--- config.mk ---
export PLATFORM = sky130hd
export DESIGN_NAME = alu_sequencer
export DESIGN_NICKNAME = d
export VERILOG_FILES = /design/src/rtl/alu_pkg.sv /design/src/rtl/alu_seq_regfile.sv /design/src/rtl/alu_sequencer.sv
export SDC_FILE = /design/constraint.sdc
export NUM_CORES = 1
export LEC_CHECK = 0
export CELL_PAD_IN_SITES_DETAIL_PLACEMENT = 0
export CELL_PAD_IN_SITES_GLOBAL_PLACEMENT = 2
export CORE_UTILIZATION = 33
export CTS_CLUSTER_SIZE = 8
export DETAILED_ROUTE_END_ITERATION = 10
export PLACE_DENSITY_LB_ADDON = 0.1
export REMOVE_ABC_BUFFERS = 1
export SLEW_MARGIN = 10
export SYNTH_ARGS = -nofsm -noshare
export SYNTH_HDL_FRONTEND = slang
export SYNTH_HIERARCHICAL = 1
export SYNTH_SLANG_ARGS = --single-unit
--- constraint.sdc ---
create_clock -name clk -period 4.96 [get_ports clk]
set_clock_uncertainty 0.2 [all_clocks]
set_input_delay 0.992 -clock clk [delete_from_list [all_inputs] [get_ports clk]]
set_output_delay 0.992 -clock clk [all_outputs]
set_load 0.005 [all_outputs]
--- src/rtl/alu_pkg.sv ---
// Shared constants for the 8-bit ALU sequencer: ALU modes, opcodes,
// instruction field layout and FSM state encoding.
package alu_pkg;

  localparam logic [3:0] ALU_ADD = 4'd0;
  localparam logic [3:0] ALU_SUB = 4'd1;
  localparam logic [3:0] ALU_CMP = 4'd2;
  localparam logic [3:0] ALU_AND = 4'd3;
  localparam logic [3:0] ALU_OR  = 4'd4;
  localparam logic [3:0] ALU_XOR = 4'd5;

  localparam logic [3:0] OP_ADD  = 4'd0;
  localparam logic [3:0] OP_SUB  = 4'd1;
  localparam logic [3:0] OP_CMP  = 4'd2;
  localparam logic [3:0] OP_AND  = 4'd3;
  localparam logic [3:0] OP_OR   = 4'd4;
  localparam logic [3:0] OP_XOR  = 4'd5;
  localparam logic [3:0] OP_LDI  = 4'd6;
  localparam logic [3:0] OP_ADDI = 4'd7;
  localparam logic [3:0] OP_MOV  = 4'd8;
  localparam logic [3:0] OP_NOP  = 4'd15;

  // Field layout of the 16-bit instruction word, MSB first.
  typedef struct packed {
    logic [3:0] opc;
    logic [1:0] rd;
    logic [1:0] rs;
    logic [7:0] imm;
  } instr_t;

  localparam logic [1:0] ST_IDLE = 2'd0;
  localparam logic [1:0] ST_EXEC = 2'd1;
  localparam logic [1:0] ST_WB   = 2'd2;

  function automatic logic op_legal(input logic [3:0] opc);
    return (opc <= OP_MOV) || (opc == OP_NOP);
  endfunction

endpackage

--- src/rtl/alu_seq_regfile.sv ---
// Register file for the ALU sequencer: async clear, one write port,
// two operand read ports and a debug read port.
module alu_seq_regfile #(
  parameter int DATA_W = 8,
  parameter int NREGS  = 4,
  parameter int AW     = $clog2(NREGS)
) (
  input  logic              clk_i,
  input  logic              rst_i,
  input  logic              we_i,
  input  logic [AW-1:0]     waddr_i,
  input  logic [DATA_W-1:0] wdata_i,
  input  logic [AW-1:0]     raddr_a_i,
  output logic [DATA_W-1:0] rdata_a_o,
  input  logic [AW-1:0]     raddr_b_i,
  output logic [DATA_W-1:0] rdata_b_o,
  input  logic [AW-1:0]     dbg_addr_i,
  output logic [DATA_W-1:0] dbg_data_o
);

  logic [NREGS-1:0][DATA_W-1:0] rf_q;

  always_ff @(posedge clk_i or posedge rst_i) begin
    if (rst_i) begin
      rf_q <= '0;
    end else if (we_i) begin
      rf_q[waddr_i] <= wdata_i;
    end
  end

  assign rdata_a_o  = rf_q[raddr_a_i];
  assign rdata_b_o  = rf_q[raddr_b_i];
  assign dbg_data_o = rf_q[dbg_addr_i];

endmodule

--- src/rtl/alu_sequencer.sv ---
// Three-state instruction sequencer driving an external combinational ALU:
// accept in IDLE, let the ALU settle in EXEC, write back in WB.
module alu_sequencer
  import alu_pkg::*;
#(
  parameter int DATA_W = 8,
  parameter int NREGS  = 4
) (
  input  logic              clk,
  input  logic              rst,
  input  logic [15:0]       instr,
  input  logic              instr_valid,
  output logic              instr_ready,
  output logic [DATA_W-1:0] alu_in1,
  output logic [DATA_W-1:0] alu_in2,
  output logic [3:0]        alu_mode,
  input  logic [DATA_W-1:0] alu_out,
  input  logic              alu_zero,
  input  logic              alu_carry,
  output logic              flag_zero,
  output logic              flag_carry,
  output logic              done,
  output logic              err,
  input  logic [1:0]        dbg_addr,
  output logic [DATA_W-1:0] dbg_data
);

  instr_t ins;
  assign ins = instr;

  logic [1:0]        state_q, state_d;
  logic [3:0]        opc_q;
  logic [1:0]        rd_q;
  logic [DATA_W-1:0] imm_q;
  logic [DATA_W-1:0] in1_q, in2_q, in2_d;
  logic [3:0]        mode_q, mode_d;
  logic              zf_q, zf_d, cf_q, cf_d;
  logic              done_q, err_q;
  logic [DATA_W-1:0] rdata_a, rdata_b;
  logic              we;
  logic [DATA_W-1:0] wdata;
  logic              accept;

  assign accept = (state_q == ST_IDLE) && instr_valid;

  alu_seq_regfile #(.DATA_W(DATA_W), .NREGS(NREGS)) u_rf (
    .clk_i      (clk),
    .rst_i      (rst),
    .we_i       (we),
    .waddr_i    (rd_q),
    .wdata_i    (wdata),
    .raddr_a_i  (ins.rd),
    .rdata_a_o  (rdata_a),
    .raddr_b_i  (ins.rs),
    .rdata_b_o  (rdata_b),
    .dbg_addr_i (dbg_addr),
    .dbg_data_o (dbg_data)
  );

  always_comb begin
    state_d = state_q;
    case (state_q)
      ST_IDLE: if (instr_valid) state_d = ST_EXEC;
      ST_EXEC: state_d = ST_WB;
      default: state_d = ST_IDLE;
    endcase
  end

  // Operand B is the source register unless the opcode substitutes an immediate.
  always_comb begin
    mode_d = ALU_ADD;
    in2_d  = rdata_b;
    case (ins.opc)
      OP_SUB:  mode_d = ALU_SUB;
      OP_CMP:  mode_d = ALU_CMP;
      OP_AND:  mode_d = ALU_AND;
      OP_OR:   mode_d = ALU_OR;
      OP_XOR:  mode_d = ALU_XOR;
      OP_LDI:  in2_d  = '0;
      OP_ADDI: in2_d  = DATA_W'(ins.imm);
      default: ;
    endcase
  end

  // MOV reuses the latched operand B as its write data.
  always_comb begin
    we    = 1'b0;
    wdata = alu_out;
    zf_d  = zf_q;
    cf_d  = cf_q;
    if (state_q == ST_WB) begin
      case (opc_q)
        OP_ADD, OP_SUB, OP_ADDI: begin
          we   = 1'b1;
          zf_d = alu_zero;
          cf_d = alu_carry;
        end
        OP_CMP: begin
          zf_d = alu_zero;
          cf_d = alu_carry;
        end
        OP_AND, OP_OR, OP_XOR: begin
          we   = 1'b1;
          zf_d = alu_zero;
          cf_d = 1'b0;
        end
        OP_LDI: begin
          we    = 1'b1;
          wdata = imm_q;
        end
        OP_MOV: begin
          we    = 1'b1;
          wdata = in2_q;
        end
        default: ;
      endcase
    end
  end

  always_ff @(posedge clk or posedge rst) begin
    if (rst) begin
      state_q <= ST_IDLE;
      opc_q   <= '0;
      rd_q    <= '0;
      imm_q   <= '0;
      in1_q   <= '0;
      in2_q   <= '0;
      mode_q  <= '0;
      zf_q    <= 1'b0;
      cf_q    <= 1'b0;
      done_q  <= 1'b0;
      err_q   <= 1'b0;
    end else begin
      state_q <= state_d;
      zf_q    <= zf_d;
      cf_q    <= cf_d;
      done_q  <= (state_q == ST_WB);
      err_q   <= (state_q == ST_WB) && !op_legal(opc_q);
      if (accept) begin
        opc_q  <= ins.opc;
        rd_q   <= ins.rd;
        imm_q  <= DATA_W'(ins.imm);
        in1_q  <= rdata_a;
        in2_q  <= in2_d;
        mode_q <= mode_d;
      end
    end
  end

  assign instr_ready = (state_q == ST_IDLE);
  assign alu_in1     = in1_q;
  assign alu_in2     = in2_q;
  assign alu_mode    = mode_q;
  assign flag_zero   = zf_q;
  assign flag_carry  = cf_q;
  assign done        = done_q;
  assign err         = err_q;

endmodule

After elaboration in Yosys (flattened, before gate mapping). Index checks and enable logic that the tools add are counted.

Bits in registers: 72. Bits in latches: 0. Memory bits (writable): 0. Bits in read-only memories: 0. Input port bits: 31. Output and inout bits: 33. Word-level logic and storage cells: 72. Memories kept: 0.

Add/sub/neg operators: 0. Multipliers: 0. Div/mod/pow operators: 0. Order comparisons: 6. Eq/ne operators: 19. Shifts and indexed selects: 0. Mux-type cells: 18. Bitwise gates (word level): 0. Reductions and logical operators: 14.

Operators by type and width (number): binary-select mux 8 bit (select 2 bit) (3); two-way mux 8 bit (5); bitwise mux 32 bit (1); == test 4 x 3 -> 1 bit (second input constant) (8); case mux 8 bit (2 select lines) (2); demux 8 bit (select 2 bit) (1); == test 4 x 2 -> 1 bit (second input constant) (4); case mux 3 bit (5 select lines) (1); < comparator 2 x 3 -> 1 bit (second input constant) (4); == test 4 x 1 -> 1 bit (second input constant) (2); == test 4 bit (second input constant) (2); OR reduction 8 bit (1); OR reduction 7 bit (1); less-or-equal comparator 4 bit (second input constant) (1); zero test 4 bit (1); case mux 2 bit (2 select lines) (1); AND reduction 2 bit (2); OR reduction 4 bit (1); logical AND 1 bit (3); OR reduction 3 bit (1); == test 2 x 1 -> 1 bit (second input constant) (1); == test 2 bit (second input constant) (1); >= comparator 2 x 1 -> 1 bit (second input constant) (1); zero test 2 bit (1); other kinds (7) (8).

Depth between registers and ports, before layout.
Depth in word-level cells: 5. Gate-level depth with buffers: 6. Depth with buffers taken out: 5.

By module. Netlist, hierarchy kept.

By module, submodules not included: alu_sequencer (times used 1, cells each 162, area each 1874.3 µm², sequential area each 975.9 µm²); alu_seq_regfile (times used 1, cells each 99, area each 1786.7 µm², sequential area each 800.8 µm²).

Worst setup path after synthesis. No wires, ideal clock.

Path kind: input-to-output. Start point: in dbg_addr[0]. End point: out dbg_data[0]. Arrival time: 1731 ps. Data required time: 3768 ps. Slack: 2037 ps. Stages: 2. Buffers on the path: 1. Cell sequence: buf_2 > mux4_2.

Longest elaborated chain between the ends: 2.

Ends and longest elaborated chain: from (decl) (line alu_sequencer.sv:24) `input logic [1:0] dbg_addr,`; binary-select mux 8 bit (select 2 bit) (line alu_seq_regfile.sv:33) `assign dbg_data_o = rf_q[dbg_addr_i];`; two-way mux 8 bit (not written as such) (line alu_seq_regfile.sv:33); to (decl) (line alu_sequencer.sv:25) `output logic [DATA_W-1:0] dbg_data`.

Every way passes these cells. The select of a mux whose other input is x is not followed.

Worst setup path in the final report. Same ends and word-level chain as after synthesis.

==> flow_metrics.py <==
metrics = {
    "setup_path": {
        "end_kind": "primary output",
        "cp_top_family": "buffers and inverters",
        "cpMaxStageDelayCell": "clkdlybuf4s50_1",
        "cp_cell_sequence": "clkdlybuf4s50_1, mux4_2, clkdlybuf4s50_1",
        "critPathRequiredTime_ps": 3770,
        "crit_top_cell": "clkdlybuf4s50_1",
        "critPathKind": "input port to primary output",
        "cpPeakStageDelay_ps": 820,
        "start_kind": "input port",
        "crit_fanout": 8,
        "cp.buffers_inverters": 2,
        "crit_arrival_ps": 2870,
    },
    "job": {
        "max_cap_violations": 0,
    },
    "drt": {
        "wl_per_cell_um": 19.3,
        "drt-initial-drc-count": 76,
        "final_antenna_net_count": 0,
        "drc": 0,
        "first_pass_iters": 6,
        "drt_wl_total_mm": 8.94,
        "vias_per_cell": 5.22,
        "via_count": 2420,
    },
    "floorplan": {
        "ioPinCount": 64,
        "rows": 38,
        "die_area_um2": 11500,
        "initial_utilization_pct": 33.8,
        "die_w_um": 107,
        "fp.dieH_um": 107,
        "core_um2": 10800,
    },
    "yosys": {
        "synth-edff-count": 0,
        "ys_top_cells_by_area": "dfrtp_1 49%, mux2_2 17%, mux4_2 15%",
        "syn_area_um2": 3660,
        "synth-async-reset-ratio_pct": 100,
        "yosysMostFrequentCell": "dfrtp_1",
        "postSynthCellCount": 261,
        "synth_top_area_cell": "dfrtp_1",
        "synth-seq-area-share_pct": 48.5,
        "synth_top_area_share_pct": 48.5,
        "ys_warn_count": 6,
        "synth.distinct_cells": 36,
        "avgSynthCellArea_um2": 14.0,
        "synth_ff_type": "dfrtp_1",
        "ys_ff_latch": 71,
        "ys_top_cells_by_count": "71 x dfrtp_1, 55 x mux2_2, 24 x mux4_2",
    },
    "clock_network": {
        "cts_buffers": 9,
        "cts_setup_buffers": 0,
        "clock-sinks": 71,
        "cts-root-buf": "clkbuf_8",
        "clk_path_buf_depth": 2,
        "cts_tree": "done",
        "path_clk_slew_ps": 80,
        "ctsHoldBuffers": 0,
        "cts_resized": 0,
        "clk_latency_ps": 340,
        "htree_levels": 3,
    },
    "power_and_ir_drop": {
        "p_sw_share_pct": 29.6,
        "pwr-share-clk_pct": 20.1,
        "combinationalPowerShare_pct": 35.1,
        "p_switching_mw": 0.661,
        "p_leak_nw": 1.75,
        "p_int_mw": 1.57,
        "ir_drop_mv": 0.193,
        "pwr-share-seq_pct": 44.9,
        "powerDensity_nw_per_um2": 490,
    },
    "cells_and_area": {
        "syn_to_final_growth_pct": 24.4,
        "postLayoutCoreUtil_pct": 42.0,
        "final_area_um2": 4550,
        "diodes": 0,
        "num-nets-final": 351,
        "layout-drive-gt1-share_pct": 33.3,
    },
    "grt": {
        "top_usage_layer": "met1",
        "grt_pass1_vias": 2516,
        "overflow": 0,
        "track_usage_pct": 16.9,
        "antenna_found_initial": 0,
        "use_met2_pct": 24.4,
        "grt_pass1_wl_mm": 14.5,
        "grt_max_degree": 45,
        "grtUsageMet1_pct": 25.4,
        "grt_use_met3_pct": 2.85,
    },
    "sta": {
        "layout_setup_ws_ps": 902,
        "slew_viol_final": 0,
        "fin_crit_ps": 4060,
        "tns_ps": 0,
        "rsz0062_at_grt": "false",
        "worst_pin_slew_ps": 1010,
        "slew_headroom_pct": 32.8,
        "min_period_over_period_pct": 81.8,
        "hold_viol": 0,
        "fmax_mhz": 246,
        "setup_viol": 0,
    },
    "outcome": {
        "outcome": "complete, no violations",
    },
    "placement": {
        "gp_congestion": 0.752,
        "post-place-ws_ps": 830,
        "hpwl_mm": 6.09,
        "post_dp_cell_area_um2": 4370,
        "portBuffers": 62,
    },
    "worst_hold_path": {
        "min_path_type": "flip-flop to flip-flop",
    },
}
layout make-up:
class                      count  area [um2]
clock buffer                   9         124
clock inverter                 6        62.6
fill                        1052        6290
inverter                      13        48.8
multi-input combinational    159        1720
sequential                    71        1780
tap                          140         175
timing repair buffer          66         651
metal layers:
| metal | vias up | wire (um) |
|---|---|---|
| met1 | 1255 | 4510 |
| met3 | 9 | 348 |
| met4 | 0 | 103 |
| met2 | 58 | 3980 |
| li1 | 1098 | - |
| met5 | - | 0 |
worst reg2reg max path, delay by kind of cell, from the launching register on:
| family | cells | cell delay (ps) |
|---|---|---|
| mux | 1 | 390 |
| flops | 1 | 480 |
| simple gates | 2 | 1070 |
| compound gates | 1 | 420 |
through the flow:
| step | cells | power [mW] | hold WS, ps |
|---|---|---|---|
| 2_1_floorplan | 243 | 1.42 | 282 |
| 3_3_place_gp | 449 | 1.79 | 270 |
| 3_5_place_dp | 449 | 1.80 | 282 |
| 4_1_cts | 464 | 2.26 | 299 |
| 5_1_grt | 464 | 2.38 | 321 |
| 6_report | 464 | 2.23 | 290 |
power by group through the flow:
stage	registers, mW	logic, mW	clock network (mW)
floorplan	0.958	0.458	0
global placement	1.01	0.781	0
detailed placement	1.01	0.792	0
CTS	1.00	0.796	0.468
global route	1.04	0.852	0.490
finish	1.00	0.782	0.448
layout by cell type (no fill, tap or decap), types with 2 or more instances in the layout:
cell             instances
dfrtp_1                 71
clkdlybuf4s50_1         62
mux2_2                  55
mux4_2                  24
inv_1                   13
nand3_1                 10
nor2_1                  10
nand2b_1                 9
clkbuf_8                 9
a31oi_1                  8
a22oi_1                  8
o22ai_1                  7
buf_4                    4
nand2_1                  3
o21ai_0                  3
clkinvlp_4               3
nor3b_4                  2
nor3b_1                  2
clkinv_2                 2
nand3b_2                 2
kinds of logic after synthesis:
| logic type | after synthesis | share of synthesized area (%) |
|---|---|---|
| buffers and inverters | 31 | 4.58 |
| other | 1 | 0.102 |
| AND/OR/NAND/NOR | 46 | 8.58 |
| flip-flops | 71 | 48.5 |
| AO/OA/AOI/OAI | 32 | 6.22 |
| multiplexers | 80 | 32.0 |
sequential cells by signal, indices dropped and copies added (netlist names), 2 cells and up:
signal     count
alu_in1        8
alu_in2        8
alu_mode       3
imm_q          8
opc_q          4
rd_q           2
state_q        2
u_rf/rf_q     32
worst paths after layout:
check,slack (ps),to,start,cells after the start
max reg2reg,2280,u_rf/rf_q[5]$_DFFE_PP0P_,opc_q[0]$_DFFE_PP0P_,4
min in group asynchronous,910,alu_in1[1]$_DFFE_PP0P_,rst,3
min,290,alu_in1[0]$_DFFE_PP0P_,alu_in1[0]$_DFFE_PP0P_,1
max in group asynchronous,2840,u_rf/rf_q[28]$_DFFE_PP0P_,rst,3
max,900,dbg_data[0],dbg_addr[0],3
min reg2reg,290,alu_in1[0]$_DFFE_PP0P_,alu_in1[0]$_DFFE_PP0P_,1
Note: power is estimated with default switching activity, not from simulation.
